File: config.mk
export PLATFORM = sky130hd
export DESIGN_NAME = seq_multiplier
export DESIGN_NICKNAME = d
export VERILOG_FILES = /design/src/rtl/seq_multiplier.sv
export SDC_FILE = /design/constraint.sdc
export NUM_CORES = 1
export LEC_CHECK = 0
export BUFFER_PORTS_ARGS = -buffer_cell sky130_fd_sc_hd__buf_2
export CAP_MARGIN = 10
export CORE_MARGIN = 3
export CORE_UTILIZATION = 59
export DETAILED_ROUTE_END_ITERATION = 6
export PLACE_DENSITY = 0.85
export SYNTH_ARGS = -nofsm -noshare
export SYNTH_HDL_FRONTEND = slang
export SYNTH_SLANG_ARGS = --single-unit
File: constraint.sdc
create_clock -name i_CLK -period 6.8 [get_ports i_CLK]
set_input_delay 0.68 -clock i_CLK [delete_from_list [all_inputs] [get_ports i_CLK]]
set_output_delay 0.68 -clock i_CLK [all_outputs]
set_load 0.01 [all_outputs]
File: src/rtl/seq_multiplier.sv
// Iterative shift-add multiplier for MULT/MULTU: N add/shift iterations plus one
// sign-fixup edge, so a result lands on o_HI/o_LO N+1 edges after the start edge.
//
// state  | meaning
// -------+-----------------------------------------------------------------
// IDLE   | waiting for i_start
// RUN    | one add/shift iteration per edge, N edges total (o_busy=1)
// FIX    | applies the sign to the magnitude product and loads o_HI/o_LO
// DONE   | result valid, o_done=1 for this single cycle; i_start re-arms
module seq_multiplier #(
    parameter int N = 32
) (
    input  logic         i_CLK,
    input  logic         i_RST,
    input  logic         i_start,
    input  logic         i_signed,
    input  logic [N-1:0] i_A,
    input  logic [N-1:0] i_B,
    output logic         o_busy,
    output logic         o_done,
    output logic [N-1:0] o_HI,
    output logic [N-1:0] o_LO
);

    localparam int CW = (N > 1) ? $clog2(N) : 1;

    typedef enum logic [1:0] {
        S_IDLE = 2'd0,
        S_RUN  = 2'd1,
        S_FIX  = 2'd2,
        S_DONE = 2'd3
    } state_t;

    state_t           state;
    state_t           state_nxt;
    logic [CW-1:0]    count;
    logic [N-1:0]     mcand;
    logic [2*N:0]     acc;
    logic             neg;

    logic             start_ok;
    logic             last_iter;
    logic [N-1:0]     a_mag;
    logic [N-1:0]     b_mag;
    logic [N:0]       upper_sum;
    logic [2*N:0]     acc_step;
    logic [2*N-1:0]   product;

    assign start_ok  = i_start && ((state == S_IDLE) || (state == S_DONE));
    assign last_iter = (count == CW'(N - 1));

    // Operands are multiplied as magnitudes; -2^(N-1) still fits unsigned in N bits.
    assign a_mag = (i_signed && i_A[N-1]) ? (-i_A) : i_A;
    assign b_mag = (i_signed && i_B[N-1]) ? (-i_B) : i_B;

    always_comb begin
        upper_sum = acc[2*N:N];
        if (acc[0]) begin
            upper_sum = acc[2*N:N] + {1'b0, mcand};
        end
        acc_step = {1'b0, upper_sum, acc[N-1:1]};
        product  = neg ? (-acc[2*N-1:0]) : acc[2*N-1:0];
    end

    always_ff @(posedge i_CLK or posedge i_RST) begin
        if (i_RST) begin
            state <= S_IDLE;
        end else begin
            state <= state_nxt;
        end
    end

    always_comb begin
        state_nxt = state;
        case (state)
            S_IDLE:  if (i_start) state_nxt = S_RUN;
            S_RUN:   if (last_iter) state_nxt = S_FIX;
            S_FIX:   state_nxt = S_DONE;
            S_DONE:  state_nxt = i_start ? S_RUN : S_IDLE;
            default: state_nxt = S_IDLE;
        endcase
    end

    always_comb begin
        o_busy = (state == S_RUN);
        o_done = (state == S_DONE);
    end

    always_ff @(posedge i_CLK or posedge i_RST) begin
        if (i_RST) begin
            count <= '0;
            mcand <= '0;
            acc   <= '0;
            neg   <= 1'b0;
            o_HI  <= '0;
            o_LO  <= '0;
        end else if (start_ok) begin
            count <= '0;
            mcand <= a_mag;
            acc   <= {{(N+1){1'b0}}, b_mag};
            neg   <= i_signed && (i_A[N-1] ^ i_B[N-1]);
        end else if (state == S_RUN) begin
            count <= count + 1'b1;
            acc   <= acc_step;
        end else if (state == S_FIX) begin
            o_HI <= product[2*N-1:N];
            o_LO <= product[N-1:0];
        end
    end

endmodule

* Yosys cells after proc, flatten, opt, wreduce, memory -nomap -nowiden *
Index checks and enable logic that the tools add are counted.

cells by class
  equality and inequality tests = 6
  shift-type cells = 0
  add/subtract/negate cells = 5
  bitwise logic cells = 3
  reduce and logical (&&, ||, !) cells = 9
  div/mod/pow operators = 0
  $lt $le $gt $ge = 0
  muxes and demuxes = 12
  multipliers = 0

operator list
  cell                 count
  $mux 65              2
  $mux 32              2
  $mux 64              1
  $neg 32->32          2
  $neg 64->64          1
  $add 33x32->33       1
  $mux 33              1
  $mux 5               2
  $pmux 2 s4           1
  $add 5x1->5 const B  1
  $eq 5x5->1 const B   1
  $eq 2x2->1 const B   2
  $logic_and 1x1->1    4
  $mux 2               2
  $reduce_and 3->1     1
  $eq 2x1->1 const B   1
  $logic_not 2->1      1
  $ne 2x1->1 const B   1
  $ne 2x2->1 const B   1
  $not 1->1            2
  $reduce_and 2->1     1
  $reduce_bool 2->1    1
  $logic_or 1x1->1     1
  $mux 1               1
  $xor 1x1->1          1

storage, ports and cells
  output and inout port bits = 66
  RAM bits = 0
  latch bits = 0
  bits in read-only memories = 0
  word-level logic and storage cells = 42
  register bits after elaboration = 169
  memories = 0
  bits of input ports = 68

* Depth between registers and ports, before layout *
  depth after elaboration = 5
  mapped depth = 11
  depth with buffers taken out = 10

* Worst setup path before layout *
No wires, ideal clock.

  path type = input to register
  start point = input i_B[17]
  end point = register acc[28]
  required time = 6.663 ns
  data arrival time = 2.680 ns
  library setup time = 0.137 ns
  path buffers = 0
  setup slack = 3.983 ns
  cell stages on the path = 8
  cell sequence = or4_1 -> or3_1 -> or4_1 -> nor2_1 -> nand2_1 -> o21ai_0 -> xor2_1 -> a21oi_1

between the ends
  word-level cells in the longest chain between the ends = 3

RTL lines
  item                    line  text
  start: declaration      18    input logic [N-1:0] i_B,
  $neg 32->32             54    assign b_mag = (i_signed && i_B[N-1]) ? (-i_B) : i_B;
  $mux 32                 54
  $mux 65                 97    end else if (start_ok) begin
  end signal: assignment  100   acc <= {{(N+1){1'b0}}, b_mag};
  end signal: assignment  104   acc <= acc_step;
  end: declaration        38    logic [2*N:0] acc;

No other way between the ends.
A chain may end at the register's enable or synchronous reset.

* Final worst setup path *
  start point = register acc[0]
  end point = register o_HI[12]

between the ends
  word-level cells in the longest chain between the ends = 2

RTL lines
  item                    line  text
  $neg 64->64             62    product = neg ? (-acc[2*N-1:0]) : acc[2*N-1:0];
  $mux 64                 62
  end signal: assignment  106   o_HI <= product[2*N-1:N];
  end: declaration        21    output logic [N-1:0] o_HI,

No other way between the ends.

==> impl_metrics.env <==
export IMPL_h_tree_depth=4
export IMPL_placedCellCount=1571
export IMPL_io_pins=134
export IMPL_drv_slew=0
export IMPL_end_kind="register"
export IMPL_via_per_inst=6.04
export IMPL_status="complete, no violations"
export IMPL_numCtsBuffers=17
export IMPL_final_min_clock_period_ps=3280
export IMPL_post_cts_buffers=0
export IMPL_period_share_pct=48.2
export IMPL_crit_family="simple AND/OR/NAND/NOR gates"
export IMPL_core_mm2=0.0181
export IMPL_crit_fanout=26
export IMPL_place_hpwl_um=20000
export IMPL_start_kind="register"
export IMPL_tightest_slew_ps=1080
export IMPL_diodes=0
export IMPL_overflow=0
export IMPL_timing_critical_path_buf_inv=2
export IMPL_ys_types=55
export IMPL_dr_pass1_iters=5
export IMPL_cp_cell_sequence="buf_4 -> inv_1 -> ha_1 -> nor2b_1 -> nand4_2 -> nor4_2 -> nand3_2 -> o41ai_1 -> xor2_1 -> o21ai_0"
export IMPL_ir_drop_v=0.000299
export IMPL_ys_flop_type="dfrtp_1"
export IMPL_grt_pass1_vias=8775
export IMPL_ant_nets=0
export IMPL_fin_nets=1472
export IMPL_synthesis_area_mm2=0.0110
export IMPL_maxSlewHeadroom_pct=27.9
export IMPL_maxCapViolations=0
export IMPL_die_area_mm2=0.0203
export IMPL_numPortBuffers=133
export IMPL_grt_max_degree=129
export IMPL_p_leak_nw=5.53
export IMPL_start_util_pct=60.7
export IMPL_required_ps=7070
export IMPL_remaining_drc_errors=0
export IMPL_rsz0062_at_grt="no"
export IMPL_fillers=1441
export IMPL_clkTransAtPathRegs_ps=70
export IMPL_fin_ws_ps=3520
export IMPL_gp_congestion=0.971
export IMPL_grt_antenna_before_repair=0
export IMPL_syn_area_per_cell_um2=8.65
export IMPL_dieWidth_um=142
export IMPL_cts_sinks=168
export IMPL_die_h_um=142
export IMPL_slowest_stage="o41ai_1"
export IMPL_max_clock_freq_mhz=305
export IMPL_syn2layout_area_growth_pct=12.3
export IMPL_path_class="reg -> reg"
export IMPL_cts_tree="yes"
export IMPL_arrival_ps=3540
export IMPL_synth_nets=1380
export IMPL_postCtsHoldBufs=0
export IMPL_ys_seq_area_share_pct=38.3
export IMPL_synth_enable_flop_cells=0
export IMPL_drt_iter0_markers=847
export IMPL_grt_total_usage_pct=26.9
export IMPL_vias=9680
export IMPL_clock_latency_ps=440
export IMPL_pre_cts_slack_ps=3450
export IMPL_async_reset_ff_share_pct=100
export IMPL_root_buffer="clkbuf_16"
export IMPL_clk_path_buf_depth=2
export IMPL_hold_viol=0
export IMPL_post_cts_resized=0
export IMPL_fin_util_pct=68.1
export IMPL_yosysWarnings=0
export IMPL_wire_per_inst_um=17.0
export IMPL_fin_total_pwr_mw=6.12
export IMPL_fin_skew_ps=8.98
export IMPL_ys_seq_elements=168
export IMPL_grt_pass1_wl_um=44300
export IMPL_stdcell_count=1603
export IMPL_setup_violations=0
export IMPL_wl_um=27300
export IMPL_cpPeakStageDelay_ps=480
export IMPL_drive_above_1_share_pct=14.2
export IMPL_netlist_instances=1269
export IMPL_power_density_mw_per_mm2=497
export IMPL_rows=49
export IMPL_hp_class="in -> async"
export IMPL_fin_tns_setup_ps=0
==> registers in the layout, summed over array words and instances, names as in the netlist <==
signal	flops
neg	1
o_HI	32
state	2
o_LO	32
acc	64
mcand	32
count	5
==> cell families (layout without fill, tap and decap cells) <==
kind of cell / count (synthesis) / in the layout / share of synthesized area, %
mux: 47 / 47 / 4.30
simple gates: 387 / 387 / 16.7
flops: 168 / 168 / 38.3
buf+inv: 89 / 194 / 3.06
xor+xnor: 150 / 150 / 12.0
compound gates: 385 / 385 / 20.7
fa+ha+maj: 43 / 43 / 4.97
==> metrics by stage <==
| step | hold slack, ps | area, um2 |
|---|---|---|
| 2_1_floorplan | 456 | 11000 |
| 5_1_grt | 500 | 12300 |
| 4_1_cts | 464 | 12300 |
| 3_5_place_dp | 465 | 11800 |
| 6_report | 401 | 12300 |
| 3_3_place_gp | 454 | 11800 |
==> power breakdown <==
group / switching (mW) / internal, mW
Sequential: 0.542 / 1.46
Clock: 0.430 / 0.487
Combinational: 1.92 / 1.28
Total: 2.90 / 3.22
==> cells in the mapped netlist (17+ instances only) <==
cell type	number	share of area (%)
a211oi_1	17	1.2
a21oi_1	64	2.9
a31oi_1	21	1.2
clkbuf_1	60	2.1
dfrtp_1	168	38
ha_1	42	4.8
inv_1	22	0.75
mux2i_1	46	4.2
nand2_1	189	6.5
nand3_1	18	0.82
nor2_1	66	2.3
nor3_1	22	1.0
o21ai_0	178	8.1
o31ai_1	29	2.0
o41ai_1	17	1.4
or3_1	21	1.2
xnor2_1	44	3.5
xor2_1	106	8.5
==> worst paths after layout <==
path	from	endpoint	slack [ps]	depth (start not counted)
setup / recovery	acc[0]$_DFFE_PP0P_	o_HI[12]$_DFFE_PP0P_	3520	10
hold / removal	i_RST	o_LO[10]$_DFFE_PP0P_	400	2
setup reg to reg	acc[0]$_DFFE_PP0P_	o_HI[12]$_DFFE_PP0P_	3520	10
hold reg to reg	o_LO[18]$_DFFE_PP0P_	o_LO[18]$_DFFE_PP0P_	470	2
max in group asynchronous	i_RST	mcand[18]$_DFFE_PP0P_	4960	3
min in group i_CLK	o_LO[18]$_DFFE_PP0P_	o_LO[18]$_DFFE_PP0P_	470	2
==> layout make-up <==
type,count,area (um2),area share [%]
multi-input cells,1012,6470,52.5
clock inverters,13,114,0.924
inverters,22,87.6,0.711
well taps,229,287,2.33
repair buffers,140,718,5.83
flip-flops and latches,168,4200,34.1
clock buffers,19,443,3.59
==> layer usage <==
metal | up-vias | track usage (%) | wire length [um]
li1 | 4729 | - | -
met1 | 4567 | 40.4 | 12900
met2 | 356 | 41.1 | 12200
met3 | 28 | 4.27 | 1960
met4 | 0 | 6.55 | 295
met5 | - | 0 | 0
==> cell usage in the layout (no fill, tap or decap), types with 22 or more instances in the layout <==
master	synthesis	layout
nand2_1	189	189
o21ai_0	178	178
dfrtp_1	168	168
buf_2	1	133
xor2_1	106	106
nor2_1	66	66
a21oi_1	64	64
mux2i_1	46	46
xnor2_1	44	44
ha_1	42	41
o31ai_1	29	29
nor3_1	22	22
Power figures use the tool's default switching activity.
